--- src/rtl/logic_arb_pkg.sv ---
// Shared constants for the logic-unit arbiter: function codes, FSM state encoding
// and the error threshold on captured function codes.
package logic_arb_pkg;

  localparam int DATA_W = 32;
  localparam int FUNC_W = 3;

  localparam logic [FUNC_W-1:0] FN_AND = 3'b000;
  localparam logic [FUNC_W-1:0] FN_OR  = 3'b001;
  localparam logic [FUNC_W-1:0] FN_XOR = 3'b010;
  localparam logic [FUNC_W-1:0] FN_NOR = 3'b011;
  localparam logic [FUNC_W-1:0] FN_NOT = 3'b100;

  // Codes above this one are reserved: the unit returns 0 and the response is flagged.
  localparam logic [FUNC_W-1:0] FN_MAX_VALID = 3'b100;

  typedef enum logic [1:0] {
    IDLE = 2'd0,
    EXEC = 2'd1,
    RESP = 2'd2
  } state_e;

  function automatic logic func_is_err(input logic [FUNC_W-1:0] f);
    return f > FN_MAX_VALID;
  endfunction

endpackage

--- src/rtl/logic_unit.sv ---
// Shared 32-bit combinational logic unit: AND, OR, XOR, NOR, NOT(a); reserved codes yield 0.
module logic_unit
  import logic_arb_pkg::*;
(
  input  logic [DATA_W-1:0] a_i,
  input  logic [DATA_W-1:0] b_i,
  input  logic [FUNC_W-1:0] func_i,
  output logic [DATA_W-1:0] y_o
);

  always_comb begin
    y_o = '0;
    case (func_i)
      FN_AND:  y_o = a_i & b_i;
      FN_OR:   y_o = a_i | b_i;
      FN_XOR:  y_o = a_i ^ b_i;
      FN_NOR:  y_o = ~(a_i | b_i);
      FN_NOT:  y_o = ~a_i;
      default: y_o = '0;
    endcase
  end

endmodule

--- src/rtl/rr_arbiter.sv ---
// Combinational round-robin arbiter: picks the first requester at or above ptr_i, wrapping
// at NREQ. Reusable wherever a rotating-priority one-hot grant is needed.
module rr_arbiter #(
  parameter int NREQ = 4,
  localparam int PW  = (NREQ > 1) ? $clog2(NREQ) : 1
) (
  input  logic [NREQ-1:0] req_i,
  input  logic [PW-1:0]   ptr_i,
  output logic [NREQ-1:0] grant_o,
  output logic [PW-1:0]   idx_o,
  output logic            any_o
);

  assign any_o = |req_i;

  always_comb begin
    logic [PW:0] j;
    logic        found;
    grant_o = '0;
    idx_o   = '0;
    found   = 1'b0;
    j       = '0;
    for (int k = 0; k < NREQ; k++) begin
      // One extra bit keeps ptr+k from overflowing before the wrap subtraction.
      j = {1'b0, ptr_i} + (PW+1)'(k);
      if (j >= (PW+1)'(NREQ)) begin
        j = j - (PW+1)'(NREQ);
      end
      if (!found && req_i[j[PW-1:0]]) begin
        found              = 1'b1;
        grant_o[j[PW-1:0]] = 1'b1;
        idx_o              = j[PW-1:0];
      end
    end
  end

endmodule

--- src/rtl/logic_unit_arbiter.sv ---
// Round-robin front end sharing one logic unit among NREQ requesters, with a single tagged
// response channel. Optional macro LOGIC_ARB_BACK2BACK_EN lets RESP accept the next request.
module logic_unit_arbiter
  import logic_arb_pkg::*;
#(
  parameter int NREQ = 4,
  parameter int IDW  = 2
) (
  input  logic                   clk,
  input  logic                   rst_n,
  input  logic [NREQ-1:0]        req_valid,
  output logic [NREQ-1:0]        req_ready,
  input  logic [NREQ*DATA_W-1:0] req_a,
  input  logic [NREQ*DATA_W-1:0] req_b,
  input  logic [NREQ*FUNC_W-1:0] req_func,
  output logic                   resp_valid,
  input  logic                   resp_ready,
  output logic [DATA_W-1:0]      resp_data,
  output logic [IDW-1:0]         resp_id,
  output logic                   resp_err
);

  localparam int PW = (NREQ > 1) ? $clog2(NREQ) : 1;

  state_e              state_q;
  logic [PW-1:0]       ptr_q;
  logic [PW-1:0]       ptr_d;
  logic [DATA_W-1:0]   a_q;
  logic [DATA_W-1:0]   b_q;
  logic [FUNC_W-1:0]   func_q;
  logic [PW-1:0]       id_q;
  logic                resp_valid_q;
  logic [DATA_W-1:0]   resp_data_q;
  logic [IDW-1:0]      resp_id_q;
  logic                resp_err_q;

  logic [DATA_W-1:0]   a_arr    [NREQ];
  logic [DATA_W-1:0]   b_arr    [NREQ];
  logic [FUNC_W-1:0]   func_arr [NREQ];
  logic [NREQ-1:0]     grant;
  logic [PW-1:0]       gidx;
  logic                gany;
  logic                arb_open;
  logic                xfer;
  logic [DATA_W-1:0]   lu_y;

  genvar gi;
  generate
    for (gi = 0; gi < NREQ; gi++) begin : g_unpack
      assign a_arr[gi]    = req_a[DATA_W*gi +: DATA_W];
      assign b_arr[gi]    = req_b[DATA_W*gi +: DATA_W];
      assign func_arr[gi] = req_func[FUNC_W*gi +: FUNC_W];
    end
  endgenerate

  rr_arbiter #(
    .NREQ (NREQ)
  ) u_rr_arbiter (
    .req_i   (req_valid),
    .ptr_i   (ptr_q),
    .grant_o (grant),
    .idx_o   (gidx),
    .any_o   (gany)
  );

`ifdef LOGIC_ARB_BACK2BACK_EN
  // A response leaving this cycle frees the unit, so arbitration may overlap it.
  assign arb_open = (state_q == IDLE) || ((state_q == RESP) && resp_ready);
`else
  assign arb_open = (state_q == IDLE);
`endif

  assign req_ready = (rst_n && arb_open) ? grant : '0;
  assign xfer      = rst_n && arb_open && gany;
  assign ptr_d     = (gidx == PW'(NREQ-1)) ? '0 : gidx + PW'(1);

  logic_unit u_logic_unit (
    .a_i    (a_q),
    .b_i    (b_q),
    .func_i (func_q),
    .y_o    (lu_y)
  );

  always_ff @(posedge clk) begin
    if (!rst_n) begin
      state_q      <= IDLE;
      ptr_q        <= '0;
      a_q          <= '0;
      b_q          <= '0;
      func_q       <= '0;
      id_q         <= '0;
      resp_valid_q <= 1'b0;
      resp_data_q  <= '0;
      resp_id_q    <= '0;
      resp_err_q   <= 1'b0;
    end else begin
      case (state_q)
        IDLE: begin
          if (xfer) begin
            a_q     <= a_arr[gidx];
            b_q     <= b_arr[gidx];
            func_q  <= func_arr[gidx];
            id_q    <= gidx;
            ptr_q   <= ptr_d;
            state_q <= EXEC;
          end
        end
        EXEC: begin
          resp_data_q  <= lu_y;
          resp_err_q   <= func_is_err(func_q);
          resp_id_q    <= IDW'(id_q);
          resp_valid_q <= 1'b1;
          state_q      <= RESP;
        end
        RESP: begin
          if (resp_ready) begin
            resp_valid_q <= 1'b0;
            state_q      <= IDLE;
`ifdef LOGIC_ARB_BACK2BACK_EN
            if (xfer) begin
              a_q     <= a_arr[gidx];
              b_q     <= b_arr[gidx];
              func_q  <= func_arr[gidx];
              id_q    <= gidx;
              ptr_q   <= ptr_d;
              state_q <= EXEC;
            end
`endif
          end
        end
        default: state_q <= IDLE;
      endcase
    end
  end

  assign resp_valid = resp_valid_q;
  assign resp_data  = resp_data_q;
  assign resp_id    = resp_id_q;
  assign resp_err   = resp_err_q;

  // Requesters must hold valid and operands steady until they see ready.
  generate
    for (gi = 0; gi < NREQ; gi++) begin : g_hold_chk
      a_hold_stable : assert property (@(posedge clk) disable iff (!rst_n)
        (req_valid[gi] && !req_ready[gi]) |=>
          (req_valid[gi] && $stable(req_a[DATA_W*gi +: DATA_W]) &&
           $stable(req_b[DATA_W*gi +: DATA_W]) && $stable(req_func[FUNC_W*gi +: FUNC_W])));
    end
  endgenerate

endmodule

--- config.mk ---
export PLATFORM = sky130hd
export DESIGN_NAME = logic_unit_arbiter
export DESIGN_NICKNAME = d
export VERILOG_FILES = /design/src/rtl/logic_arb_pkg.sv /design/src/rtl/logic_unit.sv /design/src/rtl/rr_arbiter.sv /design/src/rtl/logic_unit_arbiter.sv
export SDC_FILE = /design/constraint.sdc
export NUM_CORES = 1
export LEC_CHECK = 0
export CAP_MARGIN = 0
export CELL_PAD_IN_SITES_DETAIL_PLACEMENT = 0
export CELL_PAD_IN_SITES_GLOBAL_PLACEMENT = 1
export CORE_ASPECT_RATIO = 1.2
export CORE_MARGIN = 2
export CORE_UTILIZATION = 32
export DETAILED_ROUTE_END_ITERATION = 16
export PLACE_DENSITY = 0.77
export RECOVER_POWER = 50
export SLEW_MARGIN = 25
export SYNTH_ARGS = -nofsm -noshare
export SYNTH_HDL_FRONTEND = slang
export SYNTH_HIERARCHICAL = 1
export SYNTH_SLANG_ARGS = --single-unit
export TNS_END_PERCENT = 30
--- constraint.sdc ---
create_clock -name clk -period 4.8 [get_ports clk]
set_clock_uncertainty 0.2 [all_clocks]
set_input_delay 1.2 -clock clk [delete_from_list [all_inputs] [get_ports clk]]
set_output_delay 1.2 -clock clk [all_outputs]
set_load 0.01 [all_outputs]
* Word-level counts from Yosys, hierarchy flattened
Index checks and enable logic that the tools add are counted. Widths: inputs -> output; s select.
Word-level totals: RAM bits 0, bits in latches 0, register bits 109, logic and storage cells 117, output and inout bits 40, memories kept 0, bits in read-only memories 0
Cells by class: multiply operators 0, equal/unequal tests 9, reduce and logical (&&, ||, !) cells 19, bitwise gates (word level) 9, $add $sub $neg 8, muxes and demuxes 48, div/mod/pow operators 0, order comparisons 14, shifts and indexed selects 0
Operators by type and width (number):
- $pmux 32 s5 | 1
- $bmux 32 s2 | 2
- $mux 32 | 4
- $not 32->32 | 2
- $and 32x32->32 | 1
- $or 32x32->32 | 1
- $xor 32x32->32 | 1
- $mux 2 | 11
- $mux 4 | 5
- $ge 3x3->1 const B | 4
- $lt 2x3->1 const B | 4
- $mux 1 | 12
- $or 4x4->4 | 3
- $logic_and 1x1->1 | 9
- $bmux 1 s2 | 4
- $demux 1 s2 | 4
- $ge 2x1->1 const B | 4
- $sub 2x1->2 const B | 4
- $add 2x2->3 const B | 2
- $bmux 3 s2 | 1
- $eq 3x2->1 const B | 2
- $mux 3 | 2
- $pmux 2 s3 | 1
- $reduce_and 2->1 | 3
- other kinds (17) | 20

* Logic depth before layout (Yosys ltp)
Gate-level depths: netlist (run 1).
depth after elaboration 18, depth in mapped cells 13

* Modules after synthesis
The synthesis (run 1) kept the hierarchy.
By module, submodules not included:
- logic_unit_arbiter | times used 1, area an instance 5212.5 um2, seq. area each 2182.1 um2, cells each 415
- logic_unit | times used 1, area an instance 2434.8 um2, seq. area each 0.0 um2, cells each 290
- rr_arbiter | times used 1, area an instance 411.6 um2, seq. area each 0.0 um2, cells each 49

* Worst setup path before layout (run 1)
No wires, ideal clock.
path type input -> output, start point input req_valid[2], end point output req_ready[0], setup slack 0.928 ns, cell stages on the path 5, arrival time 2.472 ns, cells stage by stage mux4_2 > nor4b_4 > a22oi_1 > o21ai_1 > and3_1
Between the ends: word-level cells in the longest chain between the ends 13, elaborated cells on any way between the ends 25, classes of those cells mux: 16; bitwise: 3; reduce/logical: 6
Ends and longest elaborated chain:
- start: declaration | line logic_unit_arbiter.sv:11 | input logic [NREQ-1:0] req_valid,
- $bmux 1 s2 | line rr_arbiter.sv:29 | if (!found && req_i[j[PW-1:0]]) begin
- $mux 1 (not written as such) | line rr_arbiter.sv:29
- $mux 1 | line rr_arbiter.sv:29
- $logic_not 1->1 | line rr_arbiter.sv:29
- $logic_and 1x1->1 | line rr_arbiter.sv:29
- $mux 1 | line rr_arbiter.sv:29
- $logic_not 1->1 | line rr_arbiter.sv:29
- $logic_and 1x1->1 | line rr_arbiter.sv:29
- $mux 1 | line rr_arbiter.sv:29
- $logic_not 1->1 | line rr_arbiter.sv:29
- $logic_and 1x1->1 | line rr_arbiter.sv:29
- $mux 4 * | line rr_arbiter.sv:29
- named net grant[0] | line logic_unit_arbiter.sv:40 | logic [NREQ-1:0] grant;
- $mux 4 * | line logic_unit_arbiter.sv:73 | assign req_ready = (rst_n && arb_open) ? grant : '0;
- end: declaration | line logic_unit_arbiter.sv:12 | output logic [NREQ-1:0] req_ready,
The timed path passes the listed nets; every way through them passes the cells marked *. The select of a mux whose other input is x is not followed.

* Worst setup path in the final report (run 1)
Ends and elaborated chain as after synthesis.

==> run summary, run 1 <==
status: finished with violations
failing checks: capacitance limit, slew limit
Post-Synth Simple-Gate Area: 0.0829
Crit path arrival time: 3270 ps
number of synthesized flops with an enable pin: 0
CTS HTree Levels: 3
cell area after synthesis: 8060 um^2
Pre-antenna DRT Iters: 4
Setup-failing EPs final: 0
IO Pins: 315
Pleak: 4.46 nW
worst vdd ir: 0.000382 V
HP Class: reg -> reg
Seq. cell area: 2180 um^2
total wire length: 24600 um
GP Congestion: 0.725
Ys Warns: 6
Final min period: 4670 ps
R2R depth: 11
Power Dens Cells: 491 nW/um^2
CP max FO: 5
total track usage: 0.184
pin count of the biggest net entering global routing: 73
RSZ-0062 raised after global routing: false
Fmax: 0.214 GHz
Synth Area in Compound Gates: 0.210
Hold Vio Cnt, Final: 0
Syn Nets: 1099
Clk Latency, worst-skew pair: 360 ps
clk sinks: 109
multiplexer area fraction after synthesis: 0.243
most common cell after layout, fill and taps aside: clkdlybuf4s50_1
clk buf depth: 2
nets@finish: 1380
die width: 149 um
reg2reg end: b_q[4]
antenna viol nets, final: 0
CTS Hold Buffers Added: 0
P_int: 3.50 mW
Fillers: 2347
port buffer count: 314
Setup crit end kind: primary output
CP Data Required Time: 3400 ps
FFs w/ async S/R, synth: 0
Area growth syn-to-layout: 45.9%
antenna violations before repair: 0
DRC violations left: 0
CTS clk-pin slew, worst paths: 70 ps
CTS tree: yes
largest family of logic cells by synthesized area: multiplexers
post-synthesis xor/xnor area fraction: 0
hold_sp: resp_data[12]
Clock Power Share: 0.131
startpoint types: input port
final worst setup slack: 133 ps
DR vias: 7003
Crit Path Class: in -> out
Initial Utilization: 0.326
Post-DP HPWL: 18300 um
post-synthesis average cell area: 10.7 um^2
Std-Cell Rows: 63
Synth Flop Type: dfxtp_1
via/cell ratio: 5.13
Util after Layout: 0.475
Synth Area in Adders: 0.109
most frequent cells in the layout: 271 x clkdlybuf4s50_1, 107 x dfxtp_1, 79 x nand2_1
sequential share of power: 0.258
core area: 24800 um^2
DIE AREA: 26500 um^2
worst slew pin tran: 1960 ps
fin. max-slew vios: 44
Min Hold Slack: 261 ps
Hold Path End: resp_data[12]
Antenna Cells: 0
hold depth: 2
first-pass GRT wire length: 38200 um
Logic pwr share: 0.612
launching point of the worst reg2reg path: ptr_q[0]
Synth Instances: 754
Final period util: 0.972
synth unique cells: 43
sequential element share of the synthesized area: 0.271
flops & latches, synth: 109
max-cap viol count: 1
Sw Ratio: 0.395
dpl ws: -179 ps
CTS root buf: clkbuf_16
Multi-input gate area: 5250 um^2
CTS Buf Count: 9
drt wl/cell: 18.1 um
Remaining Overflow, GRT: 0
reg2reg setup slack: 1170 ps
Die Y-Extent: 178 um
Relative slew margins: -0.309
NetSw: 2.28 mW
share of layout cells above drive strength 1: 0.135
vias in the first global route: 6954
Initial DRC Count: 263
setup_tns: 0 ps
-- cell type report --
cell class / instances / area share
Multi-Input combinational cell: 509 / 0.446
Timing Repair Buffer: 338 / 0.287
Sequential cell: 109 / 0.186
Tap cell: 325 / 0.0346
Inverter: 68 / 0.0217
Clock buffer: 11 / 0.0198
Clock inverter: 5 / 0.00511
-- critical path, cell delays in order --
cell and delay (ps):
clkdlybuf4s50_1 450, mux4_2 530, nor4b_4 420, a22oi_1 140, o21ai_1 110, and3_1 150
dlygate4sd2_1 260
-- power by group through the flow --
stage | sequential, mW | combinational [mW] | clock [mW]
floorplan | 1.40 | 2.73 | 0
global placement | 1.51 | 3.55 | 0
global route | 1.54 | 3.88 | 0.808
CTS | 1.50 | 3.61 | 0.778
finish | 1.49 | 3.53 | 0.755
detailed placement | 1.52 | 3.59 | 0
-- logic make-up after synthesis --
family                   after synthesis
AO/OA/AOI/OAI                        192
adder cells (fa/ha/maj)               70
buffers and inverters                136
flip-flops                           109
multiplexers                         107
AND/OR/NAND/NOR                      140
-- flip-flops by register name, summed over array words and instances, names as in the netlist --
name and count:
resp_data 32, resp_id 2, resp_valid 1, ptr_q 2, a_q 32, resp_err 1
func_q 3, b_q 32, id_q 2, state_q 2
-- layer usage --
layer	part of all wire	vias to the layer above	GRT usage
li1	-	3402	-
met1	0.42	3376	0.229
met2	0.51	202	0.326
met3	0.051	23	0.0280
met4	0.018	0	0.0575
met5	0	-	0
-- worst max path at each step --
stage,from,end,slack (ps)
floorplan,req_valid[2],req_ready[0],930
global placement,req_valid[0],req_ready[3],-130
detailed placement,req_valid[0],req_ready[1],-180
CTS,req_valid[2],req_ready[1],140
global route,req_valid[2],req_ready[3],20
finish,req_valid[2],req_ready[0],130
-- synth_stat cells (2+ instances only) --
| cell type | number | area, um^2 |
|---|---|---|
| and2b_1 | 2 | 15.0 |
| o22a_1 | 21 | 184 |
| and3_1 | 4 | 25.0 |
| a22oi_1 | 8 | 60.1 |
| mux4_2 | 71 | 1600 |
| buf_4 | 9 | 67.6 |
| buf_2 | 26 | 130 |
| mux2i_1 | 36 | 360 |
| nand2b_1 | 5 | 31.3 |
| o221ai_1 | 10 | 87.6 |
| nor2b_1 | 11 | 68.8 |
| inv_1 | 68 | 255 |
| o221ai_2 | 20 | 300 |
| dfxtp_1 | 109 | 2180 |
| a22o_1 | 68 | 596 |
| nand3_1 | 22 | 110 |
| o21ai_1 | 2 | 10.0 |
| nand2_1 | 79 | 297 |
| buf_12 | 3 | 60.1 |
| o211ai_1 | 12 | 90.1 |
| a21boi_0 | 35 | 263 |
| clkbuf_1 | 18 | 67.6 |
| buf_6 | 7 | 78.8 |
| buf_1 | 5 | 18.8 |
| ha_1 | 70 | 876 |
| o21ai_0 | 8 | 40.0 |
| nor2_1 | 8 | 30.0 |
| a21o_1 | 2 | 15.0 |
-- per-stage QoR --
step,total power [mW],cells,area [um^2]
CTS,5.88,1364,11800
global route,6.23,1365,11800
global placement,5.06,1346,11400
finish,5.77,1365,11800
floorplan,4.13,754,8060
detailed placement,5.11,1346,11500
-- repair_timing --
item,4_1_cts,5_1_grt
resized for setup,6,0
endpoints found under the setup margin,4,0
setup buffers,2,0
No activity file was read; power rests on OpenSTA's default activity.
==> inputs of run 2 (changes only) <==
--- a/config.mk
+++ b/config.mk
@@ -10,9 +10,9 @@
 export CELL_PAD_IN_SITES_GLOBAL_PLACEMENT = 1
 export CORE_ASPECT_RATIO = 1.2
 export CORE_MARGIN = 2
-export CORE_UTILIZATION = 32
+export CORE_UTILIZATION = 25
 export DETAILED_ROUTE_END_ITERATION = 16
-export PLACE_DENSITY = 0.77
+export PLACE_DENSITY = 0.63
 export RECOVER_POWER = 50
 export SLEW_MARGIN = 25
 export SYNTH_ARGS = -nofsm -noshare
==> run 2 against run 1 <==
Effect of this change:
- the flow still finishes with violations (capacitance limit, slew limit)
- utilization fell by 11 points
- register-to-register slack got worse by 550 ps
- first-iteration DRC count is 21% higher
- count of clock-buffer cells in the layout fell by 2
- via count down 0.67%
- non-clock buffer count increased by 1
- total power is 0.26% lower
- critical path depth stayed put
- worst setup slack gained 24 ps
- highest routed layer unchanged
==> run summary, run 2 (synthesized netlist as in run 1, its figures left out) <==
worst vdd ir: 0.000231 V (-39%)
Die Y-Extent: 201 um (+13%)
Setup crit end kind: primary output
Seq. cell area: 2190 um^2 (about the same)
nets@finish: 1381 (+0.072%)
Setup-failing EPs final: 0 (unchanged)
Pre-antenna DRT Iters: 4 (unchanged)
Initial DRC Count: 317 (+21%)
Crit path arrival time: 3240 ps (-30 ps)
Initial Utilization: 0.252 (-0.0736)
antenna viol nets, final: 0 (unchanged)
clk buf depth: 2 (unchanged)
CTS Hold Buffers Added: 0 (unchanged)
first-pass GRT wire length: 41900 um (+9.7%)
failing checks: capacitance limit, slew limit
Fmax: 0.215 GHz (+0.52%)
DR vias: 6956 (-0.67%)
Crit Path Class: in -> out
CTS clk-pin slew, worst paths: 70 ps (about the same)
fin cells: 1447 (+6.0%)
Final period util: 0.967 (-0.00502)
pin count of the biggest net entering global routing: 50 (-32%)
Util after Layout: 0.368 (-0.108)
Post-CTS Setup Bufs: 0 (-2)
CTS root buf: clkbuf_16
hold depth: 2 (unchanged)
most common cell after layout, fill and taps aside: clkdlybuf4s50_1
CTS tree: yes
antenna violations before repair: 0 (unchanged)
Final min period: 4640 ps (-24.1 ps)
CP Data Required Time: 3400 ps (about the same)
via/cell ratio: 4.81 (-6.3%)
total track usage: 0.157 (-0.0268)
fin. max-slew vios: 106 (+140%)
Std-Cell Rows: 72 (+14%)
port buffer count: 314 (unchanged)
Clk Latency, worst-skew pair: 360 ps (about the same)
Power Dens Cells: 490 nW/um^2 (-0.21%)
Multi-input gate area: 5140 um^2 (-1.9%)
Pleak: 4.44 nW (-0.35%)
worst slew pin tran: 1910 ps (-56.4 ps)
Relative slew margins: -0.271 (+0.0376)
Post-DP HPWL: 19700 um (+7.8%)
DRC violations left: 0 (unchanged)
Placed Cells: 1432 (+6.4%)
Final Power: 5.76 mW (-0.26%)
status: finished with violations
CTS Buf Count: 9 (unchanged)
share of layout cells above drive strength 1: 0.118 (-0.0163)
hold_sp: resp_data[12]
clk sinks: 109 (unchanged)
# resized after CTS: 4 (-2)
Hold Vio Cnt, Final: 0 (unchanged)
IO Pins: 315 (unchanged)
vias in the first global route: 7472 (+7.4%)
Area growth syn-to-layout: 45.8% (about the same)
Antenna Cells: 0 (unchanged)
RSZ-0062 raised after global routing: false
CTS HTree Levels: 3 (unchanged)
core area: 32000 um^2 (+29%)
Remaining Overflow, GRT: 0 (unchanged)
GP Congestion: 0.780 (+7.7%)
max-cap viol count: 3 (+2)
CP max FO: 5 (unchanged)
Fillers: 3183 (+36%)
R2R depth: 6 (-5)
die width: 168 um (+13%)
startpoint types: input port
drt wl/cell: 18.2 um (+0.69%)
total wire length: 26300 um (+6.7%)
DIE AREA: 33700 um^2 (+27%)
most frequent cells in the layout: 272 x clkdlybuf4s50_1, 108 x dfxtp_1, 79 x nand2_1
HP Class: reg -> reg
crit path from: req_valid[1]
launching point of the worst reg2reg path: func_q[0]
[run 2: changes by cell type in the layout (fill, tap and decap cells not counted), sizes merged]
cell | previous run | this run
inv | 69 | 70
clkdlybuf4s50 | 271 | 272
clkbuf | 13 | 11
dlygate4sd3 | 36 | 37
buf | 23 | 24
dlygate4sd2 | 6 | 4
[run 2: metrics by stage]
| stage | hold WS (ps) | setup TNS [ps] | instance area (um^2) | worst slack [ps] |
|---|---|---|---|---|
| after detailed placement | 259 | -556 | 11600 | -144 |
| after floorplan | 240 | 0 | 8060 | 928 |
| after global routing | 282 | 0 | 11800 | 30.0 |
| final | 262 | 0 | 11800 | 157 |
| after global placement | 253 | -423 | 11600 | -112 |
| after CTS | 270 | 0 | 11900 | 129 |
[run 2: worst max-delay path, cell delays in order]
cell             delay [ps]
clkdlybuf4s50_1         460
mux4_2                  530
nor4b_4                 400
a22oi_1                 110
o21ai_0                 100
and3_1                  170
dlygate4sd2_1           260
[run 2: final cells by class]
type	count	area share
multi-input cells	509	0.438
flip-flops and latches	109	0.186
repair buffers	339	0.287
clock buffers	9	0.0192
inverters	68	0.0217
well taps	407	0.0433
clock inverters	6	0.00532
[run 2: report_power, final]
group | switching (mW) | internal (mW) | total, mW | leakage [nW]
clock | 0.362 | 0.403 | 0.765 | 0.142
combinational | 1.60 | 1.88 | 3.47 | 3.41
sequential | 0.341 | 1.18 | 1.52 | 0.896
total | 2.30 | 3.46 | 5.76 | 4.44
[run 2: path summary, 6_finish.rpt]
path	end	slack, ps
setup / recovery	req_ready[3]	160
hold / removal	resp_data[12]	260
setup reg to reg	resp_data[20]	620
hold reg to reg	resp_data[12]	260
[run 2: layer usage]
layer	vias up	track usage	wire length [um]
met2	167	0.282	13300
li1	3404	-	-
met4	0	0.0391	284
met1	3372	0.199	11700
met5	-	0	0
met3	13	0.0199	1050
==> inputs of run 3 (changes only) <==
--- a/config.mk
+++ b/config.mk
@@ -12,6 +12,7 @@
 export CORE_MARGIN = 2
 export CORE_UTILIZATION = 25
 export DETAILED_ROUTE_END_ITERATION = 16
+export HOLD_SLACK_MARGIN = 0.15
 export PLACE_DENSITY = 0.63
 export RECOVER_POWER = 50
 export SLEW_MARGIN = 25
==> results of run 3 <==
The final DEF is identical to that of run 2; final timing and power are the same.
